--- src/rtl/proc_pkg.sv ---
// Shared processor definitions: opcode encodings, write-back FSM states and
// the helper that decides which opcodes count as retired instructions.
package proc_pkg;

  localparam logic [4:0] OP_NOP  = 5'd0;
  localparam logic [4:0] OP_LV   = 5'd1;
  localparam logic [4:0] OP_ADD  = 5'd2;
  localparam logic [4:0] OP_SUB  = 5'd3;
  localparam logic [4:0] OP_MUL  = 5'd4;
  localparam logic [4:0] OP_DIV  = 5'd5;
  localparam logic [4:0] OP_CP   = 5'd6;
  localparam logic [4:0] OP_B    = 5'd7;
  localparam logic [4:0] OP_BEG  = 5'd8;
  localparam logic [4:0] OP_SLR  = 5'd9;
  localparam logic [4:0] OP_GP   = 5'd10;
  localparam logic [4:0] OP_HALT = 5'd31;

  typedef enum logic [1:0] {
    ST_RUN    = 2'd0,
    ST_SQUASH = 2'd1,
    ST_HALT   = 2'd2
  } wb_state_e;

  // Undefined opcodes (11..30) and NOP never count as retirements.
  function automatic logic is_retiring_op(input logic [4:0] op);
    return ((op >= OP_LV) && (op <= OP_GP)) || (op == OP_HALT);
  endfunction

endpackage

--- src/rtl/wb_stage_if.sv ---
// Bundle between the MEM stage and the write-back stage: MEM-stage inputs,
// register-file write port, forwarding bus, redirect and status outputs.
interface wb_stage_if #(
  parameter int DATA_W = 32,
  parameter int RD_W   = 7
);

  logic              stall;
  logic [DATA_W-1:0] result_in;
  logic [RD_W-1:0]   rd_in;
  logic              wren_in;
  logic [RD_W-1:0]   branch_in;
  logic [4:0]        opcode_in;

  logic [DATA_W-1:0] rf_wdata;
  logic [RD_W-1:0]   rf_waddr;
  logic              rf_we;
  logic [DATA_W-1:0] fwd_data;
  logic [RD_W-1:0]   fwd_addr;
  logic              fwd_valid;
  logic              redirect_valid;
  logic [RD_W-1:0]   redirect_target;
  logic              squash;
  logic              halted;
  logic [31:0]       retired_cnt;

  modport master (
    output stall, result_in, rd_in, wren_in, branch_in, opcode_in,
    input  rf_wdata, rf_waddr, rf_we, fwd_data, fwd_addr, fwd_valid,
    input  redirect_valid, redirect_target, squash, halted, retired_cnt
  );

  modport slave (
    input  stall, result_in, rd_in, wren_in, branch_in, opcode_in,
    output rf_wdata, rf_waddr, rf_we, fwd_data, fwd_addr, fwd_valid,
    output redirect_valid, redirect_target, squash, halted, retired_cnt
  );

endinterface

--- src/rtl/mem_wb_reg.sv ---
// MEM/WB pipeline register: captures the MEM-stage slot every non-stalled
// cycle and clears to a NOP on reset.
module mem_wb_reg
  import proc_pkg::*;
#(
  parameter int DATA_W = 32,
  parameter int RD_W   = 7
) (
  input  logic              clk,
  input  logic              rst,
  input  logic              stall_i,
  input  logic [DATA_W-1:0] result_i,
  input  logic [RD_W-1:0]   rd_i,
  input  logic              wren_i,
  input  logic [RD_W-1:0]   branch_i,
  input  logic [4:0]        opcode_i,
  output logic [DATA_W-1:0] result_o,
  output logic [RD_W-1:0]   rd_o,
  output logic              wren_o,
  output logic [RD_W-1:0]   branch_o,
  output logic [4:0]        opcode_o
);

  logic [DATA_W-1:0] result_q;
  logic [RD_W-1:0]   rd_q;
  logic              wren_q;
  logic [RD_W-1:0]   branch_q;
  logic [4:0]        opcode_q;

  always_ff @(posedge clk or posedge rst) begin
    if (rst) begin
      result_q <= '0;
      rd_q     <= '0;
      wren_q   <= 1'b0;
      branch_q <= '0;
      opcode_q <= OP_NOP;
    end else if (!stall_i) begin
      result_q <= result_i;
      rd_q     <= rd_i;
      wren_q   <= wren_i;
      branch_q <= branch_i;
      opcode_q <= opcode_i;
    end
  end

  assign result_o = result_q;
  assign rd_o     = rd_q;
  assign wren_o   = wren_q;
  assign branch_o = branch_q;
  assign opcode_o = opcode_q;

endmodule

--- src/rtl/wb_stage.sv ---
// Write-back stage: retires the MEM/WB slot into the register file, issues
// branch redirects, discards squashed younger slots and stops on HALT.
module wb_stage
  import proc_pkg::*;
#(
  parameter int DATA_W        = 32,
  parameter int RD_W          = 7,
  parameter int SQUASH_CYCLES = 2
) (
  input logic        clk,
  input logic        rst,
  wb_stage_if.slave  bus
);

  localparam int CNT_W = (SQUASH_CYCLES < 2) ? 1 : $clog2(SQUASH_CYCLES + 1);
  localparam logic [CNT_W-1:0] SQ_LOAD = CNT_W'(SQUASH_CYCLES);

  logic [DATA_W-1:0] result_q;
  logic [RD_W-1:0]   rd_q;
  logic              wren_q;
  logic [RD_W-1:0]   branch_q;
  logic [4:0]        opcode_q;

  wb_state_e         state_q;
  logic [CNT_W-1:0]  sq_cnt_q;
  logic [31:0]       retired_q;
  logic [31:0]       retired_d;

  logic              in_run;
  logic              retire;
  logic              branch_taken;

  mem_wb_reg #(
    .DATA_W (DATA_W),
    .RD_W   (RD_W)
  ) u_mem_wb_reg (
    .clk      (clk),
    .rst      (rst),
    .stall_i  (bus.stall),
    .result_i (bus.result_in),
    .rd_i     (bus.rd_in),
    .wren_i   (bus.wren_in),
    .branch_i (bus.branch_in),
    .opcode_i (bus.opcode_in),
    .result_o (result_q),
    .rd_o     (rd_q),
    .wren_o   (wren_q),
    .branch_o (branch_q),
    .opcode_o (opcode_q)
  );

  assign in_run       = (state_q == ST_RUN);
  assign retire       = !bus.stall && in_run && is_retiring_op(opcode_q);
  // A HALT slot wins over any branch target it carries.
  assign branch_taken = in_run && (branch_q != '0) && (opcode_q != OP_HALT);
  assign retired_d    = retired_q + {31'b0, retire};

  always_ff @(posedge clk or posedge rst) begin
    if (rst) begin
      state_q   <= ST_RUN;
      sq_cnt_q  <= '0;
      retired_q <= '0;
    end else if (!bus.stall) begin
      retired_q <= retired_d;
      case (state_q)
        ST_RUN: begin
          if (opcode_q == OP_HALT) begin
            state_q <= ST_HALT;
          end else if (branch_taken && (SQUASH_CYCLES != 0)) begin
            state_q  <= ST_SQUASH;
            sq_cnt_q <= SQ_LOAD;
          end
        end
        // Branches carried by squashed slots are ignored here by design.
        ST_SQUASH: begin
          if (sq_cnt_q <= CNT_W'(1)) begin
            state_q  <= ST_RUN;
            sq_cnt_q <= '0;
          end else begin
            sq_cnt_q <= sq_cnt_q - CNT_W'(1);
          end
        end
        ST_HALT: begin
          state_q <= ST_HALT;
        end
        default: begin
          state_q  <= ST_RUN;
          sq_cnt_q <= '0;
        end
      endcase
    end
  end

  assign bus.rf_we           = wren_q && in_run && (rd_q != '0) && !bus.stall;
  assign bus.rf_wdata        = result_q;
  assign bus.rf_waddr        = rd_q;
  assign bus.fwd_data        = result_q;
  assign bus.fwd_addr        = rd_q;
  assign bus.fwd_valid       = bus.rf_we;
  assign bus.redirect_valid  = branch_taken && !bus.stall;
  assign bus.redirect_target = bus.redirect_valid ? branch_q : '0;
  assign bus.squash          = (state_q == ST_SQUASH);
  assign bus.halted          = (state_q == ST_HALT);
  assign bus.retired_cnt     = retired_d;

endmodule

--- src/flat_wrapper.sv ---
// flat-port wrapper written by rule: the top's interface ports become plain ports
module wb_stage_flat import proc_pkg::*;
#(
  parameter int DATA_W        = 32,
  parameter int RD_W          = 7,
  parameter int SQUASH_CYCLES = 2
)
  (clk, rst, bus_stall, bus_result_in, bus_rd_in, bus_wren_in, bus_branch_in, bus_opcode_in, bus_rf_wdata, bus_rf_waddr, bus_rf_we, bus_fwd_data, bus_fwd_addr, bus_fwd_valid, bus_redirect_valid, bus_redirect_target, bus_squash, bus_halted, bus_retired_cnt);
  wb_stage_if #(.DATA_W(DATA_W), .RD_W(RD_W)) bus_i ();
  input logic clk;
  input logic rst;
  input wire logic [$bits(bus_i.stall)-1:0] bus_stall;
  input wire logic [$bits(bus_i.result_in)-1:0] bus_result_in;
  input wire logic [$bits(bus_i.rd_in)-1:0] bus_rd_in;
  input wire logic [$bits(bus_i.wren_in)-1:0] bus_wren_in;
  input wire logic [$bits(bus_i.branch_in)-1:0] bus_branch_in;
  input wire logic [$bits(bus_i.opcode_in)-1:0] bus_opcode_in;
  output wire logic [$bits(bus_i.rf_wdata)-1:0] bus_rf_wdata;
  output wire logic [$bits(bus_i.rf_waddr)-1:0] bus_rf_waddr;
  output wire logic [$bits(bus_i.rf_we)-1:0] bus_rf_we;
  output wire logic [$bits(bus_i.fwd_data)-1:0] bus_fwd_data;
  output wire logic [$bits(bus_i.fwd_addr)-1:0] bus_fwd_addr;
  output wire logic [$bits(bus_i.fwd_valid)-1:0] bus_fwd_valid;
  output wire logic [$bits(bus_i.redirect_valid)-1:0] bus_redirect_valid;
  output wire logic [$bits(bus_i.redirect_target)-1:0] bus_redirect_target;
  output wire logic [$bits(bus_i.squash)-1:0] bus_squash;
  output wire logic [$bits(bus_i.halted)-1:0] bus_halted;
  output wire logic [$bits(bus_i.retired_cnt)-1:0] bus_retired_cnt;
  assign bus_i.stall = bus_stall;
  assign bus_i.result_in = bus_result_in;
  assign bus_i.rd_in = bus_rd_in;
  assign bus_i.wren_in = bus_wren_in;
  assign bus_i.branch_in = bus_branch_in;
  assign bus_i.opcode_in = bus_opcode_in;
  assign bus_rf_wdata = bus_i.rf_wdata;
  assign bus_rf_waddr = bus_i.rf_waddr;
  assign bus_rf_we = bus_i.rf_we;
  assign bus_fwd_data = bus_i.fwd_data;
  assign bus_fwd_addr = bus_i.fwd_addr;
  assign bus_fwd_valid = bus_i.fwd_valid;
  assign bus_redirect_valid = bus_i.redirect_valid;
  assign bus_redirect_target = bus_i.redirect_target;
  assign bus_squash = bus_i.squash;
  assign bus_halted = bus_i.halted;
  assign bus_retired_cnt = bus_i.retired_cnt;
  wb_stage #(.DATA_W(DATA_W), .RD_W(RD_W), .SQUASH_CYCLES(SQUASH_CYCLES)) u_core (.clk(clk), .rst(rst), .bus(bus_i));
endmodule
--- config.mk ---
export PLATFORM = sky130hd
export DESIGN_NAME = wb_stage_flat
export DESIGN_NICKNAME = d
export VERILOG_FILES = /design/src/rtl/proc_pkg.sv /design/src/rtl/wb_stage_if.sv /design/src/rtl/mem_wb_reg.sv /design/src/rtl/wb_stage.sv /design/src/flat_wrapper.sv
export SDC_FILE = /design/constraint.sdc
export NUM_CORES = 1
export LEC_CHECK = 0
export CAP_MARGIN = 20
export CORE_AREA = 2 2 113 115
export DETAILED_ROUTE_END_ITERATION = 10
export DIE_AREA = 0 0 115 117
export PLACE_DENSITY_LB_ADDON = 0.25
export SETUP_SLACK_MARGIN = 0.4
export SLEW_MARGIN = 15
export SYNTH_ARGS = -nofsm -noshare
export SYNTH_HDL_FRONTEND = slang
export SYNTH_HIERARCHICAL = 1
export SYNTH_SLANG_ARGS = --single-unit
--- constraint.sdc ---
create_clock -name clk -period 3.1 [get_ports clk]
set_input_delay 0.465 -clock clk [delete_from_list [all_inputs] [get_ports clk]]
set_output_delay 0.465 -clock clk [all_outputs]
set_load 0.05 [all_outputs]
=== After elaboration in Yosys (flattened, before gate mapping) ===
Cells that the tools add are included.

* Register bits: 88
* Input bits: 55
* Word-level logic and storage cells: 48

* Add/subtract/negate cells: 2
* $lt $le $gt $ge: 3
* Equal/unequal tests: 8
* Muxes and demuxes: 9
* Bitwise logic cells: 2
* Reduce and logical (&&, ||, !) cells: 16

{| class="wikitable"
|+ Operators by type and width
! cell !! count
|-
| 32-bit by 1-bit adder with 32-bit output || 1
|-
| 7-bit nonzero test || 2
|-
| 2-bit 2-to-1 mux || 6
|-
| 2-bit case mux with 3 select lines || 2
|-
| 1-bit logical AND || 9
|-
| 7-bit 2-to-1 mux || 1
|-
| 5-bit equality test (second input constant) || 1
|-
| 5-bit by 1-bit >= comparator with 1-bit output (second input constant) || 1
|-
| 5-bit by 4-bit <= comparator with 1-bit output (second input constant) || 1
|-
| 5-bit inequality test (second input constant) || 1
|-
| 2-bit inequality test (second input constant) || 2
|-
| 4-bit AND reduction || 1
|-
| 3-bit inequality test (second input constant) || 1
|-
| 3-bit AND reduction || 1
|-
| 2-bit by 1-bit equality test with 1-bit output (second input constant) || 1
|-
| 2-bit equality test (second input constant) || 1
|-
| 2-bit by 1-bit <= comparator with 1-bit output (second input constant) || 1
|-
| 2-bit logical NOT || 1
|-
| 2-bit by 1-bit inequality test with 1-bit output (second input constant) || 1
|-
| 1-bit NOT || 2
|-
| 2-bit by 1-bit subtractor with 2-bit output (second input constant) || 1
|-
| 1-bit logical NOT || 1
|-
| 1-bit logical OR || 1
|}

=== Logic depth before layout (Yosys ltp) ===
Gate-level depths: netlist of run 1.

* Word-level depth: 6
* Mapped depth: 11

=== Modules after synthesis ===
Netlist of run 1, hierarchy kept.

{| class="wikitable"
|+ Modules (own cells, without submodules)
! module !! instances !! cells each !! area each (um^2) !! sequential area each (um^2)
|-
| wb_stage || 1 || 296 || 2690.1 || 900.9
|-
| mem_wb_reg || 1 || 111 || 2189.6 || 1301.2
|}

=== Least setup slack after synthesis of run 1 ===
No wires, ideal clock.

* Path type: input to output
* Start: in bus_stall
* End: out bus_retired_cnt[16]
* Arrival time: 3392 ps
* Required time: 2635 ps
* Path slack: -757 ps
* Stages on the path: 10
* Path buffers: 2
* Path through: buf_2 -> or3_1 -> a21oi_1 -> ha_1 -> ha_1 -> nand3_4 -> or4b_1 -> buf_6 -> nor3_1 -> xor2_1

* Word-level cells in the longest chain between the ends: 4

{| class="wikitable"
|+ Ends and longest elaborated chain
! what !! RTL line !! source
|-
| start: declaration || flat_wrapper.sv:12 || <nowiki>input wire logic [$bits(bus_i.stall)-1:0] bus_stall;</nowiki>
|-
| 1-bit logical NOT || wb_stage.sv:53 || <nowiki>assign retire = !bus.stall && in_run && is_retiring_op(opcode_q);</nowiki>
|-
| 1-bit logical AND (2 in a row) || wb_stage.sv:53 ||
|-
| 32-bit by 1-bit adder with 32-bit output || wb_stage.sv:56 || <nowiki>assign retired_d = retired_q + {31'b0, retire};</nowiki>
|-
| end: declaration || flat_wrapper.sv:28 || <nowiki>output wire logic [$bits(bus_i.retired_cnt)-1:0] bus_retired_cnt;</nowiki>
|}

Every way passes these cells.

=== Worst setup path after layout of run 1 ===
* Start: reg u_core.state_q[0]
* End: out bus_retired_cnt[16]

* Word-level cells in the longest chain between the ends: 4

{| class="wikitable"
|+ Ends and longest elaborated chain
! what !! RTL line !! source
|-
| start: declaration || wb_stage.sv:24 || <nowiki>wb_state_e state_q;</nowiki>
|-
| start signal: assignment || wb_stage.sv:60 || <nowiki>state_q <= ST_RUN;</nowiki>
|-
| start signal: assignment || wb_stage.sv:68 || <nowiki>state_q <= ST_HALT;</nowiki>
|-
| start signal: assignment || wb_stage.sv:70 || <nowiki>state_q <= ST_SQUASH;</nowiki>
|-
| 2-bit logical NOT || wb_stage.sv:52 || <nowiki>assign in_run = (state_q == ST_RUN);</nowiki>
|-
| 1-bit logical AND (2 in a row) || wb_stage.sv:53 ||
|-
| 32-bit by 1-bit adder with 32-bit output || wb_stage.sv:56 ||
|}

Every way passes these cells.

==> results of run 1 <==
## critical path: stages (launching register included)
cell	delay (ns)
dfrtp_1	0.39
or3_4	0.40
a21oi_2	0.12
ha_2	0.22
ha_4	0.15
nand3_4	0.08
or4b_4	0.54
nor3_4	0.21
xor2_4	0.18
buf_12	0.15
## placed cells by master, fill, tap and decap left out, types with 4 or more instances in the layout
| master | count |
|---|---|
| nor2_4 | 4 |
| xnor2_1 | 18 |
| nand3_4 | 5 |
| nand4_1 | 19 |
| nor3_1 | 6 |
| and2_1 | 9 |
| xor2_1 | 15 |
| and3_1 | 6 |
| inv_1 | 4 |
| nand2_4 | 5 |
| nor2_1 | 11 |
| dfrtp_1 | 88 |
| xnor2_4 | 16 |
| nor4_4 | 5 |
| clkbuf_16 | 10 |
| buf_12 | 40 |
| mux2_2 | 4 |
| clkdlybuf4s50_1 | 133 |
| xor2_4 | 11 |
| nor3_4 | 5 |
| mux2_4 | 50 |
| buf_4 | 29 |
| nor4_1 | 4 |
| nand2_1 | 14 |
| buf_6 | 13 |
| nand3_1 | 11 |
| nor2b_1 | 4 |
## path summary, 6_finish.rpt
kind / start / depth (start not counted) / slack [ns] / endpoint
min in group asynchronous: rst / 2 / 0.57 / u_core/u_mem_wb_reg/result_o[3]
hold / removal: u_core/sq_cnt_q[1] / 1 / 0.51 / u_core/sq_cnt_q[1]
setup / recovery: u_core/state_q[0] / 9 / -0.16 / bus_retired_cnt[16]
setup reg to reg: u_core/state_q[0] / 12 / 0.53 / u_core/retired_q[25]
max in group asynchronous: rst / 3 / 1.91 / u_core/u_mem_wb_reg/rd_o[6]
hold reg to reg: u_core/sq_cnt_q[1] / 1 / 0.51 / u_core/sq_cnt_q[1]
## metrics by stage
stage | power [mW] | setup slack [ns] | cells
after floorplan | 2.33 | -0.0854 | 407
after global placement | 2.81 | 0.0171 | 703
after detailed placement | 2.83 | -0.0239 | 703
after CTS | 3.93 | -0.207 | 725
after global routing | 4.05 | -0.291 | 731
final | 3.88 | -0.165 | 731
## registers in the layout, summed over array words and instances, names as in the netlist
name	flops
u_core/retired_q	32
u_core/u_mem_wb_reg/result_o	32
u_core/u_mem_wb_reg/branch_o	7
u_core/u_mem_wb_reg/rd_o	7
u_core/u_mem_wb_reg/opcode_o	5
u_core/sq_cnt_q	2
u_core/state_q	2
u_core/u_mem_wb_reg/wren_o	1
## routing by layer
metal  vias to the layer above  routed length, um  share of wire
met4                         0                286          0.024
li1                       1711                  -              -
met5                         -                  0              0
met3                        24                882          0.074
met2                       135               6160           0.52
met1                      1783               4600           0.39
## final cells by class
| type | count | area share |
|---|---|---|
| multi-input cells | 255 | 0.361 |
| repair buffers | 217 | 0.309 |
| well taps | 150 | 0.0229 |
| clock buffers | 11 | 0.0296 |
| clock inverters | 5 | 0.00686 |
| inverters | 5 | 0.00229 |
| flip-flops and latches | 88 | 0.268 |
## repair_timing
action                                  4_1_cts  5_1_grt
cloned                                        0        0
buffers inserted                              6        6
endpoints found under the setup margin       29       32
resized for setup                            29       24
pin swaps                                    17       24
## power breakdown
| part | switching, mW | leakage (nW) | internal, mW |
|---|---|---|---|
| clock | 0.431 | 0.145 | 0.645 |
| sequential | 0.106 | 1.10 | 1.26 |
| combinational | 0.824 | 2.45 | 0.617 |
| total | 1.36 | 3.70 | 2.52 |
## cells by family after synthesis
kind of cell / after synthesis / synth area share
compound gates: 12 / 0.0177
mux: 54 / 0.163
fa+ha+maj: 2 / 0.00513
buf+inv: 64 / 0.101
flops: 88 / 0.451
xor+xnor: 60 / 0.108
simple gates: 127 / 0.154
==> flow_summary.ini, run 1 <==
[finish]
fin_util = 0.666
multiInputGateArea_um2 = 2960
stdcell_area_um2 = 8200
num_antenna_cells = 0
fillers = 915
area_growth_pct = 68.1
layout.nets = 633
final-seq-area_um2 = 2200
drive_gt1_frac = 0.377

[clock_tree]
cts_max_level = 3
clock_latency_ns = 0.34
cts.sinks = 88
clockRootBuffer = clkbuf_16
cts_inserted_buffers = 9
clockBufferDepth = 2
ctsHoldBuffers = 0
clk_pin_slew_ns = 0.06
cts_tree = yes

[grt]
grt_pass1_vias = 3772
use_met1 = 0.212
grt_pass1_wl_mm = 19.1
grt_use_met2 = 0.316
antenna_found_initial = 0
use_met3 = 0.0566
grt-busiest-layer = met2
grt_max_degree = 59
track_usage = 0.184
overflow = 0

[sta]
setup_viol = 19
tightest_slew_ns = 1.02
setup_ws_ns = -0.165
setup_tns_ns = -1.27
maxSlewHeadroom = 0.320
timing.hold.ws_ns = 0.507
fin_crit_sh = 1.05
skew_ns = 0.00586
final_hold_viol_count = 0
fin_crit_ns = 3.26
slew_viol_final = 0
rsz0062_at_grt = true
fmax_mhz = 306

[worst_setup_path]
start_kind = flop
cp-end-kind = output pin
critical_path_class = reg -> out
worstPathArrival_ns = 2.80
cp.required_ns = 2.63
worst-path-max-fanout = 3

[logic_synthesis]
yosysMostFrequentCell = dfrtp_1
synthCells = 407
syn_avg_cell_area_um2 = 12.0
yosysTopAreaCell = dfrtp_1
synth-warning-count = 6
syn_area_um2 = 4880
synth_edf_count = 0
synth_cell_types = 45
yosysSeqAreaShare = 0.451
synth_ff_type = dfrtp_1
synth_top_area_frac = 0.451
synth_common_cells = 88 x dfrtp_1, 50 x mux2_4, 40 x buf_4
synthTopCellsByArea = dfrtp_1 45%, mux2_4 15%, buf_4 6.2%
synth.net_count = 464
ys_seq_elements = 88
async_flop_share = 1.00

[floorplanning]
die_h_um = 117
die_area_um2 = 13500
rows = 41
core_um2 = 12300
io_pins = 177
start_util = 0.396
die-width_um = 115

[placement]
hpwl_mm = 9.05
port_buffers = 176
postPlaceCellArea_um2 = 7540
gp_congestion = 0.803

[status]
status = complete, but fails checks
violations = negative setup slack

[drt]
firstDrtPassIters = 4
drc = 0
wl_mm = 11.9
ant_nets = 0
wl_per_cell_um = 16.3
drt_iter0_drc = 122
via_per_inst = 5.00
vias = 3653

[pwr]
powerDensity_nw_per_um2 = 473
vdd_drop_max_v = 0.000301
leakage_nw = 3.70

[worst_hold_path]
hp-class = reg -> reg

[run]
cap_violations = 0
Power figures use the tool's default switching activity.
==> run 2, diff against run 1 <==
--- a/config.mk
+++ b/config.mk
@@ -6,9 +6,11 @@
 export NUM_CORES = 1
 export LEC_CHECK = 0
 export CAP_MARGIN = 20
-export CORE_AREA = 2 2 113 115
+export CELL_PAD_IN_SITES_DETAIL_PLACEMENT = 1
+export CELL_PAD_IN_SITES_GLOBAL_PLACEMENT = 1
+export CORE_AREA = 2 2 129 131
 export DETAILED_ROUTE_END_ITERATION = 10
-export DIE_AREA = 0 0 115 117
+export DIE_AREA = 0 0 131 133
 export PLACE_DENSITY_LB_ADDON = 0.25
 export SETUP_SLACK_MARGIN = 0.4
 export SLEW_MARGIN = 15
==> flow_summary.ini, run 2 (synthesis gave the netlist of run 1 again) <==
[status]
status = complete, but fails checks
violations = negative setup slack

[finish]
stdcell_area_um2 = 8370
num_antenna_cells = 0
layout.nets = 644
layout.cells.most_common = clkdlybuf4s50_1
layout_common_cells = 133 x clkdlybuf4s50_1, 87 x dfrtp_1, 50 x mux2_4
area_growth_pct = 71.6
drive_gt1_frac = 0.399
fillers = 1617

[drt]
drt_iter0_drc = 136
vias = 3775
via_per_inst = 4.65
drc = 0
firstDrtPassIters = 4
ant_nets = 0
wl_mm = 14.2
wl_per_cell_um = 17.5

[sta]
maxSlewHeadroom = 0.539
timing.hold.ws_ns = 0.508
fin_crit_ns = 3.31
slew_viol_final = 0
fmax_mhz = 302
rsz0062_at_grt = true
skew_ns = 0.00307
final_hold_viol_count = 0
setup_ws_ns = -0.214
fin_crit_sh = 1.07
setup_viol = 24
tightest_slew_ns = 0.692
setup_tns_ns = -3.33

[pwr]
vdd_drop_max_v = 0.000267
power_mw = 3.89
powerDensity_nw_per_um2 = 464
leakage_nw = 3.72

[grt]
antenna_found_initial = 0
grt_max_degree = 53
track_usage = 0.168
overflow = 0
grt_pass1_vias = 4164
grt_pass1_wl_mm = 22.6

[worst_setup_path]
cp-end-kind = output pin
worstPathArrival_ns = 2.85
rrSetupSlack_ns = 0.52
worst-path-max-fanout = 5
start_kind = flop
cp.required_ns = 2.63
critical_path_class = reg -> out

[clock_tree]
clock_latency_ns = 0.34
cts_inserted_buffers = 9
cts_max_level = 3
ctsHoldBuffers = 0
cts_tree = yes
cts.sinks = 88
clockBufferDepth = 2
clockRootBuffer = clkbuf_16
clk_pin_slew_ns = 0.06

[placement]
port_buffers = 176
hpwl_mm = 10.3
gp_congestion = 0.792
postPlaceCellArea_um2 = 7610

[floorplanning]
core_um2 = 16200
start_util = 0.302
die_area_um2 = 17400
die_h_um = 133
io_pins = 177
die-width_um = 131
rows = 47

[run]
cap_violations = 0

[worst_hold_path]
hp-class = reg -> reg
## run 2: changes by cell type in the layout (fill, tap and decap cells not counted), sizes merged
cell | before | now
clkbuf | 12 | 11
clkinv | 3 | 2
inv | 5 | 6
bufinv | 1 | 0
buf | 83 | 95
## run 2: final cells by class
cell class                      instances  area (um2)  area share
Clock buffer                           11         243      0.0290
Clock inverter                          4        30.0     0.00359
Inverter                                5        18.8     0.00224
Multi-Input combinational cell        255        3000       0.358
Sequential cell                        88        2200       0.263
Tap cell                              220         275      0.0329
Timing Repair Buffer                  228        2600       0.311
## run 2: final timing paths
| kind | cells after the start | end | startpoint |
|---|---|---|---|
| worst max register to register | 11 | u_core/retired_q[16] | u_core/u_mem_wb_reg/opcode_o[2] |
| worst min register to register | 1 | u_core/u_mem_wb_reg/wren_o | u_core/u_mem_wb_reg/wren_o |
| worst max-delay path | 11 | bus_retired_cnt[16] | u_core/u_mem_wb_reg/opcode_o[2] |
| min in group asynchronous | 3 | u_core/retired_q[16] | rst |
| max in group asynchronous | 3 | u_core/u_mem_wb_reg/opcode_o[2] | rst |
| worst min-delay path | 1 | u_core/u_mem_wb_reg/wren_o | u_core/u_mem_wb_reg/wren_o |
## run 2: report_power, final
part | switching, mW | total, mW | internal [mW]
clock network | 0.450 | 1.01 | 0.564
registers | 0.124 | 1.38 | 1.26
logic | 0.843 | 1.49 | 0.649
total | 1.42 | 3.89 | 2.47
## run 2: repair_timing
| item | in CTS | in global routing |
|---|---|---|
| gates resized for setup | 30 | 24 |
| setup buffers | 7 | 17 |
| endpoints found under the setup margin | 29 | 42 |
| pin swaps | 18 | 19 |
## run 2: through the flow
| stage | cells | worst slack (ns) | util |
|---|---|---|---|
| finish | 811 | -0.214 | 0.518 |
| global placement | 772 | -0.0186 | 0.471 |
| CTS | 794 | -0.238 | 0.500 |
| floorplan | 407 | -0.0854 | - |
| global route | 811 | -0.351 | 0.518 |
| detailed placement | 772 | -0.0705 | 0.471 |
## run 2: layer usage
layer / track usage / part of all wire
met1: 0.195 / 0.38
met2: 0.290 / 0.53
met3: 0.0522 / 0.073
met4: 0.0567 / 0.017
met5: 0 / 0
## run 2: critical path, cell delays in order, from the launching register on
cell,delay (ns)
dfrtp_2,0.44
nor2_2,0.09
nand2_1,0.06
a21o_1,0.19
a21oi_2,0.13
ha_2,0.23
ha_4,0.16
nand3_4,0.07
or4b_4,0.56
nor3_4,0.23
xor2_4,0.19
buf_12,0.15
==> run 3, diff against run 2 <==
--- a/config.mk
+++ b/config.mk
@@ -8,11 +8,12 @@
 export CAP_MARGIN = 20
 export CELL_PAD_IN_SITES_DETAIL_PLACEMENT = 1
 export CELL_PAD_IN_SITES_GLOBAL_PLACEMENT = 1
-export CORE_AREA = 2 2 129 131
+export CORE_AREA = 2 2 118 120
 export DETAILED_ROUTE_END_ITERATION = 10
-export DIE_AREA = 0 0 131 133
+export DIE_AREA = 0 0 120 122
 export PLACE_DENSITY_LB_ADDON = 0.25
 export SETUP_SLACK_MARGIN = 0.4
+export SKIP_LAST_GASP = 1
 export SLEW_MARGIN = 15
 export SYNTH_ARGS = -nofsm -noshare
 export SYNTH_HDL_FRONTEND = slang
==> constraint.sdc (replaced) <==
create_clock -name clk -period 4.1 [get_ports clk]
set_input_delay 0.615 -clock clk [delete_from_list [all_inputs] [get_ports clk]]
set_output_delay 0.615 -clock clk [all_outputs]
set_load 0.05 [all_outputs]
==> flow_summary.ini, run 3 (synthesis gave the netlist of run 1 again) <==
[worst_setup_path]
cp.required_ns = 3.48
start_kind = flop
r2r-end = u_core/retired_q[11]
worstPathArrival_ns = 2.95
worst-path-max-fanout = 6
worstReg2RegStart = u_core/state_q[1]
cp-end-kind = output pin
max_stage_delay_ns = 0.55
crit_chain = or3_4 -> a21oi_2 -> ha_2 -> ha_4 -> nand3_4 -> or4b_4 -> buf_6 -> nor2_4 -> xor2_4 -> buf_12
crit_path_top_delay_cell = or4b_4
critical_path_class = reg -> out
reg2reg_depth = 8
rrSetupSlack_ns = 1.39

[sta]
slew_viol_final = 0
final_hold_viol_count = 0
setup_ws_ns = 0.535
fin_crit_ns = 3.56
tightest_slew_ns = 0.891
maxSlewHeadroom = 0.406
rsz0062_at_grt = true
skew_ns = 0.00397
fmax_mhz = 281
fin_crit_sh = 0.870
setup_tns_ns = 0
setup_viol = 0

[pwr]
leakage_nw = 3.24
cellInternalPower_mw = 1.84
power_frac_comb = 0.341
p_switching_mw = 1.04
p_sw_frac = 0.360
clockPowerShare = 0.297
seq_power_share = 0.361
powerDensity_nw_per_um2 = 397
vdd_drop_max_v = 0.000230

[clock_tree]
ctsHoldBuffers = 0
clockBufferDepth = 2
cts_inserted_buffers = 9
clk_pin_slew_ns = 0.06
clock_latency_ns = 0.34
cts_max_level = 3
cts.sinks = 88
clockRootBuffer = clkbuf_16
cts_tree = yes

[grt]
grt_pass1_wl_mm = 21.0
grt_max_degree = 53
antenna_found_initial = 0
grt_pass1_vias = 4058
overflow = 0
track_usage = 0.184

[drt]
ant_nets = 0
vias = 3596
drt_iter0_drc = 145
firstDrtPassIters = 4
via_per_inst = 4.89
wl_per_cell_um = 17.7
wl_mm = 13.0
drc = 0

[placement]
place_worst_setup_slack_ns = 0.223
gp_congestion = 0.779
port_buffers = 176
hpwl_mm = 9.79

[floorplanning]
die_area_um2 = 14600
die-width_um = 120
rows = 43
die_h_um = 122
start_util = 0.361
core_um2 = 13500
io_pins = 177

[finish]
fillers = 1401
num_antenna_cells = 0
multiInputGateArea_um2 = 2330
drive_gt1_frac = 0.284
layout.cells.most_common = clkdlybuf4s50_1
final-seq-area_um2 = 2210
layout.nets = 608
layout_common_cells = 138 x clkdlybuf4s50_1, 85 x dfrtp_1, 50 x mux2_4
area_growth_pct = 48.7

[worst_hold_path]
hold_end = u_core/retired_q[31]
hp-class = reg -> reg
holdPathStages = 1
hold_start = u_core/retired_q[31]

[status]
status = completed

[run]
cap_violations = 0
[run 3: changes by cell type in the layout (fill, tap and decap cells not counted), moves of 6 or more]
cell     previous run  this run
xnor2_4            17         0
xnor2_1            17        23
buf_6              12         1
nor3_1              5        11
xor2_4             11         1
buf_12             41        28
buf_4              42        24
nand2_1            14        20
xnor2_2             0        11
xor2_1             13        24
[run 3: worst max path at each step]
stage | from | endpoint | slack (ns)
6_report | u_core/state_q[1] | bus_retired_cnt[14] | 0.54
5_1_grt | u_core/u_mem_wb_reg/opcode_o[2] | bus_retired_cnt[19] | 0.40
4_1_cts | u_core/state_q[1] | bus_retired_cnt[14] | 0.40
3_5_place_dp | bus_stall | bus_retired_cnt[14] | 0.22
3_3_place_gp | bus_stall | bus_retired_cnt[14] | 0.32
2_1_floorplan | bus_stall | bus_retired_cnt[16] | 0.15
[run 3: timing repair]
item | CTS | global route
gates resized for setup | 11 | 1
setup endpoints to repair | 7 | 4
gates cloned | 0 | 0
endpoints found under the hold margin | 0 | 0
buffers inserted | 5 | 2
pin swaps | 3 | 4
[run 3: power by group through the flow]
stage | Sequential [mW] | Clock, mW | Combinational [mW]
after floorplan | 1.17 | 0 | 0.571
after global placement | 1.05 | 0 | 0.959
after detailed placement | 1.05 | 0 | 0.973
after CTS | 1.04 | 0.880 | 0.993
after global routing | 1.05 | 0.911 | 1.03
final | 1.04 | 0.857 | 0.983
[run 3: cell type report]
| class | instances | area share |
|---|---|---|
| repair buffers | 192 | 0.298 |
| clock inverters | 4 | 0.00707 |
| well taps | 180 | 0.0310 |
| inverters | 5 | 0.00276 |
| multi-input cells | 255 | 0.322 |
| clock buffers | 12 | 0.0354 |
| flip-flops and latches | 88 | 0.304 |
[run 3: metal layers]
layer	vias up	wire length, um	track usage
li1	1647	-	-
met1	1805	4940	0.203
met2	129	6950	0.336
met3	15	926	0.0571
met4	0	174	0.0596
met5	-	0	0
[run 3: through the flow]
step	utilization	instance area, um2	hold WS (ns)	total power, mW	std cells
floorplan	-	4990	0.461	1.74	407
global placement	0.505	6820	0.476	2.01	712
detailed placement	0.505	6820	0.479	2.03	712
CTS	0.534	7210	0.491	2.92	733
global route	0.537	7250	0.513	2.99	736
finish	0.537	7250	0.491	2.88	736
[run 3: worst max-delay path: cells and delay by family (launching register included)]
| family | cells | cell delay (ns) |
|---|---|---|
| AO/OA/AOI/OAI | 1 | 0.11 |
| XOR/XNOR | 1 | 0.18 |
| adder cells (fa/ha/maj) | 2 | 0.38 |
| buffers and inverters | 2 | 0.31 |
| flip-flops | 1 | 0.43 |
| AND/OR/NAND/NOR | 4 | 1.19 |
==> RTL edit 1 (flow settings as in run 1) <==
Register the output `bus.redirect_target`; this adds one clock of latency there.
--- a/src/rtl/wb_stage.sv
+++ b/src/rtl/wb_stage.sv
@@ -98,7 +98,9 @@
   assign bus.fwd_addr        = rd_q;
   assign bus.fwd_valid       = bus.rf_we;
   assign bus.redirect_valid  = branch_taken && !bus.stall;
-  assign bus.redirect_target = bus.redirect_valid ? branch_q : '0;
+  always_ff @(posedge clk) begin
+    bus.redirect_target <= bus.redirect_valid ? branch_q : '0;
+  end
   assign bus.squash          = (state_q == ST_SQUASH);
   assign bus.halted          = (state_q == ST_HALT);
   assign bus.retired_cnt     = retired_d;
Check against the original RTL: not equivalent (Yosys sat finds a counterexample within 4 cycles, from zero or initial values and one cycle with rst high).
==> RTL edit 1 against run 1 <==
  * Global-route usage grew 0.14 points
  * Wire length up 1.3%
  * Area after synthesis increased by 2.1%
  * Register-to-register slack better by 0.02 ns
  * Sequential cell count up 7
  * Cell area shrank 0.58%
  * Power up 2.2%
  * The flow still finishes with violations (setup timing)
  * Worst setup slack better by 0.10 ns
==> RTL edit 1: results (changes against run 1) <==
violated checks setup timing; dpl cell area 7507 sq um (-0.48%); Final Util 0.6623 (-0.003862); post-layout net count 630 (-0.47%); total negative slack -0.2137 ns (+1.056 ns); Post-synth top cells dfrtp_1 (88), mux2_4 (50), xnor2_1 (42); post-placement cell count 695 (-1.1%); sw frac 0.3491 (-0.001477); syn_nets 461 (-0.65%); combinational cell power 1.37 mW (-5%); register area share after synthesis 0.4701 (+0.01883); post-synthesis xor/xnor area fraction 0.1055 (-0.002218); Total Routing Usage GR 0.1854 (+0.001430); overall power 3.968 mW (+2.2%); clock group power 1.12 mW (+4%); r2r endpoint u_core/retired_q[12]; first-pass GRT wire length 19220 microns (+0.83%); final setup margin -0.06151 ns (+0.1032 ns); CP arrival 2.70 ns (-0.10 ns); Worst slew margin 0.3694 (+0.04942); fraction of registers with async set/reset 0.9263 (-0.07368); Via Count 3581 (-2.0%); Max stage delay on crit path 0.49 ns (-0.05 ns); number of fillers in the final layout 914 (-0.11%); # setup viols final 10 (-9); Hold Slack 0.4534 ns (-0.05389 ns); post-synthesis mux area share 0.1597 (-0.003358); status finished, violations left; Synth area leaders dfrtp_1 (44%), mux2_4 (15%), xnor2_1 (7.4%); Synth Area in Adders 0.005023 (-0.0001056); ratio of cells with drive above 1 in the final layout 0.3633 (-0.01361); vias in the first global route 3811 (+1.0%)
## RTL edit 1: worst max-delay path by stage
stage | to | cells after the start
after detailed placement | bus_retired_cnt[20] | 10
after floorplan | bus_retired_cnt[20] | 9
after global routing | bus_retired_cnt[30] | 13
after CTS | bus_retired_cnt[26] | 13
final | bus_retired_cnt[20] | 11
after global placement | bus_retired_cnt[20] | 10
## RTL edit 1: timing repair
action | in CTS | in global routing
setup buffers | 13 | 4
resized for setup | 31 | 7
pin swaps | 19 | 10
endpoints found under the setup margin | 30 | 32
## RTL edit 1: cell type report
type / count / share of cell area
multi-input combinational: 250 / 0.3561
clock buffer: 10 / 0.02931
timing repair buffer: 214 / 0.2945
sequential: 95 / 0.2874
clock inverter: 6 / 0.008286
inverter: 3 / 0.001381
tap: 150 / 0.02302
## RTL edit 1: layer usage
layer	vias up	global-route usage	routed length, microns
met5	-	0	0
met4	0	0.06345	163
met3	11	0.06231	902
met2	126	0.3318	6412
met1	1751	0.2078	4605
li1	1693	-	-
==> RTL edit 2 (config.mk and constraints of run 1) <==
Made on the original files. `RD_W` is set to 7 in 4 places; all go to 14.
--- a/src/rtl/wb_stage_if.sv
+++ b/src/rtl/wb_stage_if.sv
@@ -2,7 +2,7 @@
 // register-file write port, forwarding bus, redirect and status outputs.
 interface wb_stage_if #(
   parameter int DATA_W = 32,
-  parameter int RD_W   = 7
+  parameter int RD_W   = 14
 );
 
   logic              stall;
--- a/src/rtl/mem_wb_reg.sv
+++ b/src/rtl/mem_wb_reg.sv
@@ -4,7 +4,7 @@
   import proc_pkg::*;
 #(
   parameter int DATA_W = 32,
-  parameter int RD_W   = 7
+  parameter int RD_W   = 14
 ) (
   input  logic              clk,
   input  logic              rst,
--- a/src/rtl/wb_stage.sv
+++ b/src/rtl/wb_stage.sv
@@ -4,7 +4,7 @@
   import proc_pkg::*;
 #(
   parameter int DATA_W        = 32,
-  parameter int RD_W          = 7,
+  parameter int RD_W          = 14,
   parameter int SQUASH_CYCLES = 2
 ) (
   input logic        clk,
--- a/src/flat_wrapper.sv
+++ b/src/flat_wrapper.sv
@@ -2,7 +2,7 @@
 module wb_stage_flat import proc_pkg::*;
 #(
   parameter int DATA_W        = 32,
-  parameter int RD_W          = 7,
+  parameter int RD_W          = 14,
   parameter int SQUASH_CYCLES = 2
 )
   (clk, rst, bus_stall, bus_result_in, bus_rd_in, bus_wren_in, bus_branch_in, bus_opcode_in, bus_rf_wdata, bus_rf_waddr, bus_rf_we, bus_fwd_data, bus_fwd_addr, bus_fwd_valid, bus_redirect_valid, bus_redirect_target, bus_squash, bus_halted, bus_retired_cnt);
Ports: changed (5 resized); port bits go from 177 to 212. The function was not compared with the original's and may differ.
==> RTL edit 2 against run 1 <==
  * The run still ends with setup timing left
  * Die area is the same
  * Cell area increased by 10%
  * Wire length up 19%
  * Worst setup slack gained 0.010 ns
  * Sequential cell count rose by 14
  * Power rose by 15%
  * First-iteration DRC count rose by 58%
  * Sequential power increased by 16%
  * Area after synthesis increased by 12%
  * Critical path type unchanged
==> RTL edit 2: results (changes against run 1) <==
fraction of registers with async set/reset 1.000 (unchanged); vias in the first global route 4172 (+11%); CP arrival 2.79 ns (about the same); Synth cell types 39 (-13%); GPL Wtd Cong 0.7975 (-0.73%); maxcap violations 0 (unchanged); post-layout net count 720 (+14%); clk_lat worst skew 0.34 ns (about the same); port bufs 211 (+20%); dpl hpwl 10740 microns (+19%); maximum VDD drop 0.3389 mV (+13%); Synth area leaders dfrtp_1 (47%), mux2_4 (11%), xnor2_1 (7.5%); Post-synth top cells dfrtp_1 (102), buf_4 (49), xnor2_1 (47); Worst slew margin 0.3997 (+0.07970); yosys synthesis warning count 6 (unchanged); Worst Setup SP u_core/u_mem_wb_reg/opcode_o[1]; final setup margin -0.1544 ns (+0.01029 ns); via/cell ratio 5.078 (+1.6%); violated checks setup timing; initial antenna violation count 0 (unchanged); largest net degree at the start of global routing 58 (-1.7%); Hold Slack 0.4331 ns (-0.07419 ns); first-pass GRT wire length 21520 microns (+13%); Setup Skew 0.007646 ns (+0.001782 ns); register area share after synthesis 0.4654 (+0.01415); number of CTS-inserted buffers 9 (unchanged); CP max FO 6 (+3); # diodes 0 (unchanged); Root Buffer Master clkbuf_16; ratio of cells with drive above 1 in the final layout 0.3410 (-0.03596); Total Routing Usage GR 0.2083 (+0.02438); # setup viols final 16 (-3); H-tree depth 3 (unchanged); pre-CTS setup slack -0.06398 ns (-0.04004 ns); final WL 14250 microns (+19%); syn_nets 533 (+15%); r2r setup slk 0.53 ns (about the same); Max Root-Sink Buffers 2 (unchanged); Tightest Hold Check Type in2async; Initial DRC Count 193 (+58%); Leak 3.900 nW (+5.5%); Slew Limit Fails 0 (unchanged); r2r endpoint u_core/retired_q[13]; Reg clk slew, reported paths 0.07 ns; status finished, violations left
==> RTL edit 2: cell count changes after synthesis, sizes merged, moves of 8 or more <==
cell / delta
mux2: +14
xnor2: +13
xor2: -13
buf: +11
dfrtp: +14
nand3: +8
and2: +8
==> RTL edit 2: report_power, final <==
group	switching (mW)	internal [mW]	total [mW]
logic	0.980	0.731	1.71
registers	0.127	1.46	1.58
clock network	0.489	0.675	1.16
==> RTL edit 2: kinds of logic after synthesis <==
family,synth area share
mux,0.1670
buf+inv,0.09925
fa+ha+maj,0.004562
xor+xnor,0.09582
simple gates,0.1565
compound gates,0.01141
flops,0.4654
==> RTL edit 2: cell type report <==
type | count | area [sq um]
Clock buffer | 12 | 256.5
Clock inverter | 4 | 52.55
Fill cell | 827 | 3277
Inverter | 8 | 30.03
Multi-Input combinational cell | 281 | 3012
Sequential cell | 102 | 2552
Tap cell | 150 | 187.7
Timing Repair Buffer | 247 | 2944
==> RTL edit 2: critical path: stages, from the launching register on <==
cell,delay [ns]
dfrtp_1,0.41
nor2_1,0.11
nand2_1,0.06
a21o_1,0.18
a21oi_2,0.12
ha_2,0.22
ha_4,0.15
nand4_4,0.10
nor4_4,0.26
buf_6,0.18
nand4_1,0.23
xnor2_4,0.26
buf_12,0.15
==> RTL edit 2: timing repair <==
action | CTS | global route
hold buffers | 0 | 0
buffers inserted | 9 | 7
pin swaps | 18 | 8
hold endpoints to repair | 0 | 0
endpoints found under the setup margin | 29 | 30
resized for setup | 14 | 12
cloned | 1 | 1
==> RTL edit 2: how the worst max path moves through the flow <==
stage / end / slack, ns / cells past startpoint
4_1_cts: bus_retired_cnt[28] / -0.15 / 10
5_1_grt: bus_retired_cnt[28] / -0.26 / 10
6_report: bus_retired_cnt[28] / -0.15 / 12
3_3_place_gp: bus_retired_cnt[26] / -0.01 / 11
2_1_floorplan: bus_retired_cnt[20] / -0.12 / 10
3_5_place_dp: bus_retired_cnt[24] / -0.06 / 11
==> RTL edit 2: stage by stage <==
step | power [mW] | setup TNS, ns | cells | instance area (sq um)
6_report | 4.458 | -1.190 | 804 | 9035
5_1_grt | 4.627 | -3.960 | 804 | 9035
3_3_place_gp | 3.297 | -0.01913 | 770 | 8429
4_1_cts | 4.510 | -1.169 | 796 | 8876
2_1_floorplan | 2.681 | -0.5041 | 462 | 6006
3_5_place_dp | 3.323 | -0.2509 | 770 | 8429
==> RTL edit 2: per-layer routing <==
layer / GRT usage / part of all wire / wire length, microns / up-vias
met5: 0 / 0 / 0 / -
met4: 0.06908 / 0.016 / 226 / 0
met3: 0.06746 / 0.069 / 988 / 16
met2: 0.3780 / 0.55 / 7767 / 132
met1: 0.2319 / 0.37 / 5263 / 2019
li1: - / - / - / 1916
